### src/rtl/serial_chan_mux_pkg.sv
// Shared definitions for the serial channel multiplexer: header layout, FSM states and
// the header builder.
package serial_chan_mux_pkg;

    localparam int unsigned HDR_LEN_LSB  = 0;
    localparam int unsigned HDR_LEN_W    = 8;
    localparam int unsigned HDR_CHAN_LSB = 8;
    localparam int unsigned HDR_CHAN_W   = 8;
    localparam int unsigned HDR_PAD_LSB  = 16;
    localparam int unsigned MAX_LEN      = 256;

    typedef enum logic [1:0] {T_IDLE, T_HDR, T_PAY} tx_state_t;
    typedef enum logic [1:0] {R_HDR, R_PAY, R_DROP} rx_state_t;

    // Length is carried as len-1 so that a full 256-word burst fits in eight bits.
    function automatic logic [15:0] mk_header(input logic [7:0] chan, input logic [8:0] len);
        return {chan, 8'(len - 9'd1)};
    endfunction

endpackage

### src/rtl/serial_chan_mux_fifo.sv
// Synchronous FIFO with occupancy count; full/empty status derive only from the
// registered count.
module msg_fifo #(
    parameter int unsigned WIDTH = 32,
    parameter int unsigned DEPTH = 16
) (
    input  logic                     clk,
    input  logic                     rst_n,
    input  logic                     push,
    input  logic [WIDTH-1:0]         push_data,
    input  logic                     pop,
    output logic [WIDTH-1:0]         head,
    output logic [$clog2(DEPTH):0]   count,
    output logic                     full
);
    localparam int unsigned AW   = $clog2(DEPTH);
    localparam int unsigned CNTW = AW + 1;

    logic [WIDTH-1:0] mem [DEPTH];
    logic [AW-1:0]    wptr;
    logic [AW-1:0]    rptr;
    logic             do_push;
    logic             do_pop;

    // A push on full is refused even if a pop happens in the same cycle.
    assign full    = (count == CNTW'(DEPTH));
    assign do_push = push & ~full;
    assign do_pop  = pop & (count != '0);
    assign head    = mem[rptr];

    always_ff @(posedge clk) begin
        if (do_push) begin
            mem[wptr] <= push_data;
        end
    end

    always_ff @(posedge clk) begin
        if (!rst_n) begin
            wptr  <= '0;
            rptr  <= '0;
            count <= '0;
        end else begin
            if (do_push) wptr <= wptr + AW'(1);
            if (do_pop)  rptr <= rptr + AW'(1);
            case ({do_push, do_pop})
                2'b10:   count <= count + CNTW'(1);
                2'b01:   count <= count - CNTW'(1);
                default: count <= count;
            endcase
        end
    end

endmodule

### src/rtl/serial_chan_mux.sv
// Multiplexes NCHAN virtual channels onto one framed word pipe: round-robin TX bursts out,
// header-parsed RX bursts demultiplexed into per-channel FIFOs.
module serial_chan_mux
    import serial_chan_mux_pkg::*;
#(
    parameter int unsigned WIDTH     = 32,
    parameter int unsigned NCHAN     = 4,
    parameter int unsigned DEPTH     = 16,
    parameter int unsigned MAX_BURST = 8
) (
    input  logic                     sys_clk_pin,
    input  logic                     sys_rst_pin,
    output logic [WIDTH-1:0]         msg_out_get,
    output logic                     RDY_msg_out_get,
    input  logic                     EN_msg_out_get,
    input  logic [WIDTH-1:0]         msg_in_put,
    output logic                     RDY_msg_in_put,
    input  logic                     EN_msg_in_put,
    input  logic [NCHAN*WIDTH-1:0]   chan_tx_put,
    output logic [NCHAN-1:0]         RDY_chan_tx_put,
    input  logic [NCHAN-1:0]         EN_chan_tx_put,
    output logic [NCHAN*WIDTH-1:0]   chan_rx_get,
    output logic [NCHAN-1:0]         RDY_chan_rx_get,
    input  logic [NCHAN-1:0]         EN_chan_rx_get,
    output logic [15:0]              drop_count
);
    localparam int unsigned CHW   = (NCHAN > 1) ? $clog2(NCHAN) : 1;
    localparam int unsigned CNTW  = $clog2(DEPTH) + 1;
    localparam int unsigned LEN_W = $clog2(MAX_LEN) + 1;

    logic             live;
    logic [WIDTH-1:0] tx_head [NCHAN];
    logic [WIDTH-1:0] rx_head [NCHAN];
    logic [CNTW-1:0]  tx_cnt  [NCHAN];
    logic [CNTW-1:0]  rx_cnt  [NCHAN];
    logic [NCHAN-1:0] tx_full, rx_full, tx_push, tx_pop, rx_push, rx_pop;

    tx_state_t        tx_state;
    logic [CHW-1:0]   tx_chan, rr_ptr, scan_chan;
    logic [LEN_W-1:0] tx_len, tx_rem, scan_len;
    logic             scan_found, tx_take;

    rx_state_t        rx_state;
    logic [CHW-1:0]   rx_chan;
    logic [LEN_W-1:0] rx_rem, hdr_len;
    logic [7:0]       hdr_chan;
    logic             hdr_bad, rx_take;

    // Holds every RDY low for as long as reset is sampled asserted.
    always_ff @(posedge sys_clk_pin) begin
        live <= sys_rst_pin;
    end

    for (genvar i = 0; i < NCHAN; i++) begin : g_chan
        assign tx_push[i] = EN_chan_tx_put[i] & RDY_chan_tx_put[i];
        assign tx_pop[i]  = tx_take & (tx_state == T_PAY) & (tx_chan == CHW'(i));
        assign rx_push[i] = rx_take & (rx_state == R_PAY) & (rx_chan == CHW'(i));
        assign rx_pop[i]  = EN_chan_rx_get[i] & RDY_chan_rx_get[i];

        assign RDY_chan_tx_put[i]              = live & ~tx_full[i];
        assign RDY_chan_rx_get[i]              = live & (rx_cnt[i] != '0);
        assign chan_rx_get[i*WIDTH +: WIDTH]   = rx_head[i];

        msg_fifo #(.WIDTH(WIDTH), .DEPTH(DEPTH)) u_tx_fifo (
            .clk       (sys_clk_pin),
            .rst_n     (sys_rst_pin),
            .push      (tx_push[i]),
            .push_data (chan_tx_put[i*WIDTH +: WIDTH]),
            .pop       (tx_pop[i]),
            .head      (tx_head[i]),
            .count     (tx_cnt[i]),
            .full      (tx_full[i])
        );

        msg_fifo #(.WIDTH(WIDTH), .DEPTH(DEPTH)) u_rx_fifo (
            .clk       (sys_clk_pin),
            .rst_n     (sys_rst_pin),
            .push      (rx_push[i]),
            .push_data (msg_in_put),
            .pop       (rx_pop[i]),
            .head      (rx_head[i]),
            .count     (rx_cnt[i]),
            .full      (rx_full[i])
        );
    end

    function automatic logic [CHW-1:0] rr_idx(input logic [CHW-1:0] base, input int unsigned off);
        int unsigned s;
        s = 32'(base) + off;
        if (s >= NCHAN) s = s - NCHAN;
        return CHW'(s);
    endfunction

    // First non-empty channel at or after rr_ptr, wrapping.
    always_comb begin
        scan_found = 1'b0;
        scan_chan  = '0;
        for (int unsigned i = 0; i < NCHAN; i++) begin
            if (!scan_found && tx_cnt[rr_idx(rr_ptr, i)] != '0) begin
                scan_found = 1'b1;
                scan_chan  = rr_idx(rr_ptr, i);
            end
        end
        if (32'(tx_cnt[scan_chan]) > MAX_BURST) scan_len = LEN_W'(MAX_BURST);
        else                                    scan_len = LEN_W'(tx_cnt[scan_chan]);
    end

    assign RDY_msg_out_get = live & (tx_state != T_IDLE);
    assign tx_take         = RDY_msg_out_get & EN_msg_out_get;

    always_comb begin
        msg_out_get = '0;
        if (tx_state == T_HDR)      msg_out_get = WIDTH'(mk_header(8'(tx_chan), tx_len));
        else if (tx_state == T_PAY) msg_out_get = tx_head[tx_chan];
    end

    always_ff @(posedge sys_clk_pin) begin
        if (!sys_rst_pin) begin
            tx_state <= T_IDLE;
            tx_chan  <= '0;
            tx_len   <= '0;
            tx_rem   <= '0;
            rr_ptr   <= '0;
        end else begin
            unique case (tx_state)
                T_IDLE: if (scan_found) begin
                    tx_chan  <= scan_chan;
                    tx_len   <= scan_len;
                    tx_state <= T_HDR;
                end
                T_HDR: if (tx_take) begin
                    tx_rem   <= tx_len;
                    tx_state <= T_PAY;
                end
                T_PAY: if (tx_take) begin
                    tx_rem <= tx_rem - LEN_W'(1);
                    if (tx_rem == LEN_W'(1)) begin
                        tx_state <= T_IDLE;
                        rr_ptr   <= rr_idx(tx_chan, 1);
                    end
                end
                default: tx_state <= T_IDLE;
            endcase
        end
    end

    assign hdr_chan = msg_in_put[HDR_CHAN_LSB +: HDR_CHAN_W];
    assign hdr_len  = LEN_W'(msg_in_put[HDR_LEN_LSB +: HDR_LEN_W]) + LEN_W'(1);
    assign hdr_bad  = (32'(hdr_chan) >= NCHAN) | (msg_in_put[WIDTH-1:HDR_PAD_LSB] != '0);

    // Only payload for a live channel can stall; headers and dropped words always flow.
    assign RDY_msg_in_put = live & ((rx_state == R_PAY) ? ~rx_full[rx_chan] : 1'b1);
    assign rx_take        = RDY_msg_in_put & EN_msg_in_put;

    always_ff @(posedge sys_clk_pin) begin
        if (!sys_rst_pin) begin
            rx_state   <= R_HDR;
            rx_chan    <= '0;
            rx_rem     <= '0;
            drop_count <= '0;
        end else begin
            unique case (rx_state)
                R_HDR: if (rx_take) begin
                    rx_chan <= CHW'(hdr_chan);
                    rx_rem  <= hdr_len;
                    if (hdr_bad) begin
                        rx_state <= R_DROP;
                        if (drop_count != 16'hFFFF) drop_count <= drop_count + 16'd1;
                    end else begin
                        rx_state <= R_PAY;
                    end
                end
                R_PAY, R_DROP: if (rx_take) begin
                    rx_rem <= rx_rem - LEN_W'(1);
                    if (rx_rem == LEN_W'(1)) rx_state <= R_HDR;
                end
                default: rx_state <= R_HDR;
            endcase
        end
    end

endmodule

### config.mk
export PLATFORM = sky130hd
export DESIGN_NAME = serial_chan_mux
export DESIGN_NICKNAME = d
export VERILOG_FILES = /design/src/rtl/serial_chan_mux_pkg.sv /design/src/rtl/serial_chan_mux_fifo.sv /design/src/rtl/serial_chan_mux.sv
export SDC_FILE = /design/constraint.sdc
export NUM_CORES = 2
export LEC_CHECK = 0
export CORE_AREA = 3 3 632 634
export CTS_CLUSTER_DIAMETER = 30
export DETAILED_ROUTE_END_ITERATION = 8
export DIE_AREA = 0 0 635 637
export PLACE_DENSITY_LB_ADDON = 0.05
export SYNTH_ARGS = -nofsm -noshare
export SYNTH_HDL_FRONTEND = slang
export SYNTH_HIERARCHICAL = 1
export SYNTH_SLANG_ARGS = --single-unit
### constraint.sdc
create_clock -name sys_clk_pin -period 8.4 [get_ports sys_clk_pin]
set_clock_uncertainty 0.15 [all_clocks]
set_input_delay 0.84 -clock sys_clk_pin [delete_from_list [all_inputs] [get_ports sys_clk_pin]]
set_output_delay 0.84 -clock sys_clk_pin [all_outputs]
set_load 0.02 [all_outputs]
# Word-level counts from Yosys, hierarchy flattened
# Memories as Yosys holds them, arrays and structs flattened. A register that Yosys moved wholly into a read port is not among the register bits.
# Cells that the tools add are included.
# W data, S select, Z words.
# classes
addsub	46
multipliers	0
n_div	0
order_cmp	14
eq_ne	44
n_shift	0
muxes	93
bitwise_logic	62
n_reduce_logical	43
# ops
operator	count
$mux W32	4
$pmux W5 S2	8
$add A4 B1 Y4 const B	16
$bmux W32 S2	1
$mux W4	16
$reduce_bool A5 Y1	12
$mux W5	11
$bmux W5 S2	5
$and A1 B1 Y1	46
$add A5 B1 Y5 const B	8
$eq A5 B5 Y1 const B	8
$sub A5 B1 Y5 const B	8
$mux W9	4
$pmux W9 S2	2
$mux W2	17
$ge A3 B3 Y1 const B	10
$eq A2 B2 Y1 const B	14
$eq A2 B1 Y1 const B	12
$mux W1	22
$reduce_bool A2 Y1	11
$eq A9 B1 Y1 const B	2
$not A2 Y3	6
$sub A9 B1 Y9 const B	2
$add A16 B1 Y16 const B	1
other kinds (25)	56
# totals
ff_bits	154
latchBits	0
mem_bits_rw	4096
romBits	0
inputBits	172
output_inout_bits	186
wordCells	344
mem_count	8
# mem_list
name	depth	word_bits	rd	rd_ports_with_merged_regs	write_ports	line	text
g_chan[0].u_rx_fifo.mem	16	32	1	1	1	serial_chan_mux_fifo.sv:19	logic [WIDTH-1:0] mem [DEPTH];
g_chan[0].u_tx_fifo.mem	16	32	1	1	1	serial_chan_mux_fifo.sv:19	
g_chan[1].u_rx_fifo.mem	16	32	1	1	1	serial_chan_mux_fifo.sv:19	
g_chan[1].u_tx_fifo.mem	16	32	1	1	1	serial_chan_mux_fifo.sv:19	
g_chan[2].u_rx_fifo.mem	16	32	1	1	1	serial_chan_mux_fifo.sv:19	
g_chan[2].u_tx_fifo.mem	16	32	1	1	1	serial_chan_mux_fifo.sv:19	
2 more memories	--	--	--	--	--	--	

# Logic depth before layout (Yosys ltp)
# depth
depth_word	23
depth_mapped	16
mapped_depth_nobuf	15

# Modules after synthesis
# The synthesis kept the hierarchy.
# modules_own_cells
module	instances	cells_per_inst	area_per_inst_um2	seq_area_each_um2
msg_fifo	8	827	20136.8	15715.1
serial_chan_mux	1	503	4210.3	1001.0

# Worst setup path after synthesis
# No wires, ideal clock.
# synth_path
path_type	register -> register
from	reg g_chan[3].u_rx_fifo.count[1]
to	mem g_chan[0].u_rx_fifo.mem[3][0] (enable)
setup_ns	0.461
t_arrival_ns	4.711
required_ns	7.789
slack_ns	3.078
stages_incl_launch_ff	11
n_path_buf	1
period_less_slack_ns	5.322
cell_sequence	dfxtp_1 > buf_2 > nor4_4 > and2_1 > mux4_2 > a211oi_4 > nand2_1 > nor3_1 > a21boi_1 > nand2_1 > nor3_1
# synth_via
elab_chain_cells	12
# synth_rtl
element	line	text
start: declaration	serial_chan_mux_fifo.sv:13	output logic [$clog2(DEPTH):0] count,
start signal: assignment	serial_chan_mux_fifo.sv:46	2'b10: count <= count + CNTW'(1);
start signal: assignment	serial_chan_mux_fifo.sv:47	2'b01: count <= count - CNTW'(1);
start signal: assignment	serial_chan_mux_fifo.sv:48	default: count <= count;
$eq A5 B5 Y1	serial_chan_mux_fifo.sv:26	assign full = (count == CNTW'(DEPTH));
named net rx_full[3]	serial_chan_mux.sv:36	logic [NCHAN-1:0] tx_full, rx_full, tx_push, tx_pop, rx_push, rx_pop;
$bmux W1 S2	serial_chan_mux.sv:152	assign RDY_msg_in_put = live & ((rx_state == R_PAY) ? ~rx_full[rx_chan] : 1'b1);
$mux W1 (not written as such)	serial_chan_mux.sv:152	
$not A1 Y1	serial_chan_mux.sv:152	
$mux W1	serial_chan_mux.sv:152	
$and A1 B1 Y1	serial_chan_mux.sv:152	
$and A1 B1 Y1	serial_chan_mux.sv:153	assign rx_take = RDY_msg_in_put & EN_msg_in_put;
$and A1 B1 Y1 (2 in series)	serial_chan_mux.sv:57	assign rx_push[i] = rx_take & (rx_state == R_PAY) & (rx_chan == CHW'(i));
named net rx_push[0]	serial_chan_mux.sv:36	
$and A1 B1 Y1	serial_chan_mux_fifo.sv:27	assign do_push = push & ~full;
$mux W1	serial_chan_mux_fifo.sv:32	if (do_push) begin
$mux W1 (not written as such)	serial_chan_mux_fifo.sv:33	mem[wptr] <= push_data;
end: declaration	serial_chan_mux_fifo.sv:19	
# The timed path passes the listed nets, and every way through them passes these cells. The select of a mux whose other input is x is not followed.

==> out/qor.tcl <==
set qor(maxCapViolCount) 0
set qor(average_cell_area_after_synthesis_um2) 23.2
set qor(sw_frac_of_total_pct) 20.2
set qor(leading_post_synthesis_cells_by_cell_area) {sky130_fd_sc_hd__edfxtp_1, sky130_fd_sc_hd__mux4_2, sky130_fd_sc_hd__dfxtp_1}
set qor(place.port_buffers) 357
set qor(share_clk_of_total_power_pct) 59.6
set qor(die-area_um2) 404000
set qor(global_route_wire_length_before_repair_um) 633000
set qor(layout.nets) 8501
set qor(relSlewSlack_pct) 13.0
set qor(path_cells) {buf_4 -> mux4_2 -> mux4_2 -> mux4_2 -> nand2_1 -> o21ai_0 -> buf_4 -> clkdlybuf4s50_1}
set qor(p_seq_share_pct) 38.8
set qor(worst_ep_arrival_time_ns) 5.51
set qor(floorplan.io_pins) 358
set qor(number_of_vias_after_detailed_routing) 79300
set qor(syn_area_um2) 165000
set qor(ys_top_cells_by_count) {sky130_fd_sc_hd__edfxtp_1, sky130_fd_sc_hd__mux4_2, sky130_fd_sc_hd__clkbuf_1}
set qor(synthDominantAreaCellType) {sky130_fd_sc_hd__edfxtp_1}
set qor(tritoncts_num_sinks) 4282
set qor(worst_path_max_delay_cell) {sky130_fd_sc_hd__buf_4}
set qor(setup.worst_path.class) {flop to output port}
set qor(grt_setup_unrepaired) {false}
set qor(synth_async_sr_flop_share_pct) 0
set qor(crit_required_ns) 7.41
set qor(critical_path.most_common_cell) {sky130_fd_sc_hd__mux4_2}
set qor(yosysMostFrequentCell) {sky130_fd_sc_hd__edfxtp_1}
set qor(dr.pass1.iters) 5
set qor(drt_iter0_drc) 6875
set qor(outcome) {completed}
set qor(share_of_post_route_cells_with_drive_strength_above_1_pct) 35.7
set qor(antenna_found_initial) 71
set qor(synth_cell_types) 64
set qor(hp-class) {primary input to flop}
set qor(synth_enable_flop_cells) 4096
set qor(worst_ir_drop_vdd_mv) 0.216
set qor(worst_setup_hold_path_clk_slew_ns) 0.05
set qor(cts_root_buffer) {sky130_fd_sc_hd__clkbuf_16}
set qor(timing.critical_path.to_type) {output port}
set qor(synth_largest_type_area_fraction_pct) 74.4
set qor(synth_top_flop_cell) {sky130_fd_sc_hd__edfxtp_1}
set qor(ys_ff_latch) 4282
set qor(groute.usage.overall_pct) 21.9
set qor(vias_in_the_first_global_route) 85300
set qor(timing_hold_violations_final) 0
set qor(h_tree_level_count) 6
set qor(die_height_um) 637
set qor(worst_path_dominant_cell_family) {multiplexers}
set qor(place.detailed.hpwl_um) 234000
set qor(combPwrFrac_pct) 1.6
set qor(timing.final.crit_share_pct) 77.4
set qor(route.antenna.remaining_nets) 0
set qor(synth_seq_area_share_pct) 76.7
set qor(post-cts-setup-buffers) 0
set qor(timing_max_transition_violations_final) 0
set qor(crit_fanout) 38
set qor(synth-warning-count) 6
set qor(path_buf_inv) 3
set qor(vias_per_cell) 5.54
set qor(place_congestion) 0.748
set qor(critical_path.max_stage_delay_ns) 0.73
set qor(max_freq_ghz) 0.154
set qor(maximum_number_of_pins_on_one_net_before_global_route_repair) 113
set qor(final.hold.worst_slack_ns) 0.105
set qor(switching_power_mw) 12.2
set qor(final_core_util_pct) 52.8
set qor(finalSetupViolCount) 0
set qor(fin_tns_setup_ns) 0
set qor(cts_max_path_buffers) 4
set qor(cts_resized) 0
set qor(synth_cells) 7119
set qor(avgRoutedWirePerCell_um) 31.0
set qor(leakage_nw) 65.8
set qor(report.power.total_mw) 60.7
set qor(drc) 0
set qor(area_growth_syn_to_layout_pct) 26.0
set qor(drt_wl_total_um) 444000
set qor(clock_buffers_created_by_tritoncts) 913
set qor(fp-row-count) 231
set qor(startpoint_type) {flop}
set qor(worst_skew_pair.late_latency_ns) 1.05
set qor(grt-ovfl-total) 0
set qor(p_int_mw) 48.4
set qor(power-per-cell-area_nw_per_um2) 291
set qor(chipWidth_um) 635
set qor(tritoncts) {built}
set qor(initial_utilization_pct) 41.9
set qor(postSynthNetCount) 7360
set qor(dpl.cell_count) 12600
set qor(coreArea_um2) 395000
set qor(period_minus_slack_ns) 6.50
set qor(max_slew.worst_pin.slew_ns) 1.29
set qor(layout.cells.non_filler) 14300
-- timing repair --
| action | CTS | global route |
|---|---|---|
| hold buffers | 1 | 0 |
| endpoints found under the setup margin | 0 | 0 |
| hold endpoints to repair | 1 | 0 |
-- path summary, 6_finish.rpt --
| kind | end | startpoint | depth (start not counted) | slack, ns |
|---|---|---|---|---|
| max | msg_out_get[9] | flop | 8 | 1.90 |
| min | g_chan[2].u_rx_fifo/mem[2][16]$_DFFE_PP_ | msg_in_put[16] | 1 | 0.10 |
| max reg2reg | g_chan[3].u_rx_fifo/mem[7][23]$_DFFE_PP_ | g_chan[3].u_rx_fifo/count[0]$_SDFFE_PN0P_ | 10 | 3.29 |
| min reg2reg | rx_state[1]$_SDFFE_PN0P_ | rx_state[1]$_SDFFE_PN0P_ | 2 | 0.31 |
-- state kept, by name (all words and copies together), names as in the netlist, named ones only --
register / count
tx_rem: 9
g_chan.u_rx_fifo/count: 20
live: 1
g_chan.u_rx_fifo/wptr: 16
tx_len: 5
g_chan.u_tx_fifo/mem: 2048
g_chan.u_rx_fifo/rptr: 16
rx_state: 2
g_chan.u_tx_fifo/wptr: 16
g_chan.u_rx_fifo/mem: 2048
drop_count: 16
rx_rem: 9
g_chan.u_tx_fifo/rptr: 16
tx_state: 2
rr_ptr: 2
rx_chan: 2
g_chan.u_tx_fifo/count: 20
tx_chan: 2
-- cell families after synthesis --
| group | count (synthesis) | share of synthesized area [%] |
|---|---|---|
| buffers and inverters | 406 | 1.01 |
| AO/OA/AOI/OAI | 168 | 0.696 |
| multiplexers | 1366 | 18.2 |
| AND/OR/NAND/NOR | 733 | 2.40 |
| XOR/XNOR | 95 | 0.503 |
| flip-flops | 4282 | 76.7 |
| adder cells (fa/ha/maj) | 69 | 0.522 |
-- cell type report --
class / count / area (um^2)
Clock buffer: 1055 / 23800
Antenna cell: 19 / 47.5
Multi-Input combinational cell: 2431 / 37800
Sequential cell: 4282 / 127000
Fill cell: 30600 / 187000
Timing Repair Buffer: 581 / 5210
Inverter: 51 / 191
Tap cell: 5242 / 6560
Clock inverter: 654 / 7860
-- worst register-to-register path, stage by stage, from the launching register on --
cell and delay (ns):
sky130_fd_sc_hd__dfxtp_1 0.51, sky130_fd_sc_hd__nor4_4 0.11, sky130_fd_sc_hd__and2_1 0.18, sky130_fd_sc_hd__mux4_2 0.52
sky130_fd_sc_hd__a211oi_4 0.36, sky130_fd_sc_hd__nand3_1 0.14, sky130_fd_sc_hd__nor2_1 0.22, sky130_fd_sc_hd__a21boi_1 0.94
sky130_fd_sc_hd__nand2_1 0.50, sky130_fd_sc_hd__nor2_4 0.68, sky130_fd_sc_hd__buf_4 0.44
-- power by group through the flow --
stage	logic [mW]	clock network, mW	registers, mW
floorplan	0.318	0	23.9
global placement	0.948	0	23.9
detailed placement	0.977	0	23.9
CTS	0.982	36.7	23.6
global route	1.03	37.9	23.5
finish	0.963	36.1	23.6
-- cells in the final DEF, fill, tap and decap left out, drive strengths merged, types with 9 or more instances in the layout --
cell type         n
a211oi           12
a21boi           17
a21oi            37
a31oi            13
and2            136
buf             256
bufinv          145
clkbuf         1055
clkdlybuf4s50   324
clkinv          359
clkinvlp         98
dfxtp           186
diode            19
edfxtp         4096
ha               69
inv             103
mux2i            50
mux4           1313
nand2           123
nand2b           45
nand3            21
nand3b           13
nand4            24
nor2            193
nor2b            43
nor3             61
nor4             15
nor4b             9
o211ai           10
o21ai            34
or3               9
xnor2            54
xor2             41
-- routing by layer --
layer / global-route usage (%) / part of all wire [%] / wire length [um] / up-vias
li1: - / - / - / 33000
met1: 28.6 / 41 / 182000 / 43200
met2: 37.8 / 51 / 229000 / 2333
met3: 4.15 / 5.3 / 23700 / 680
met4: 5.67 / 2.3 / 10200 / 26
met5: 0 / 0.045 / 202 / -
-- metrics by stage --
step           area, um^2  setup slack [ns]
2_1_floorplan      165000              3.08
3_3_place_gp       177000              2.92
3_5_place_dp       177000              2.94
4_1_cts            208000              1.76
5_1_grt            208000              1.62
6_report           208000              1.90
No activity file was read; power rests on OpenSTA's default activity.
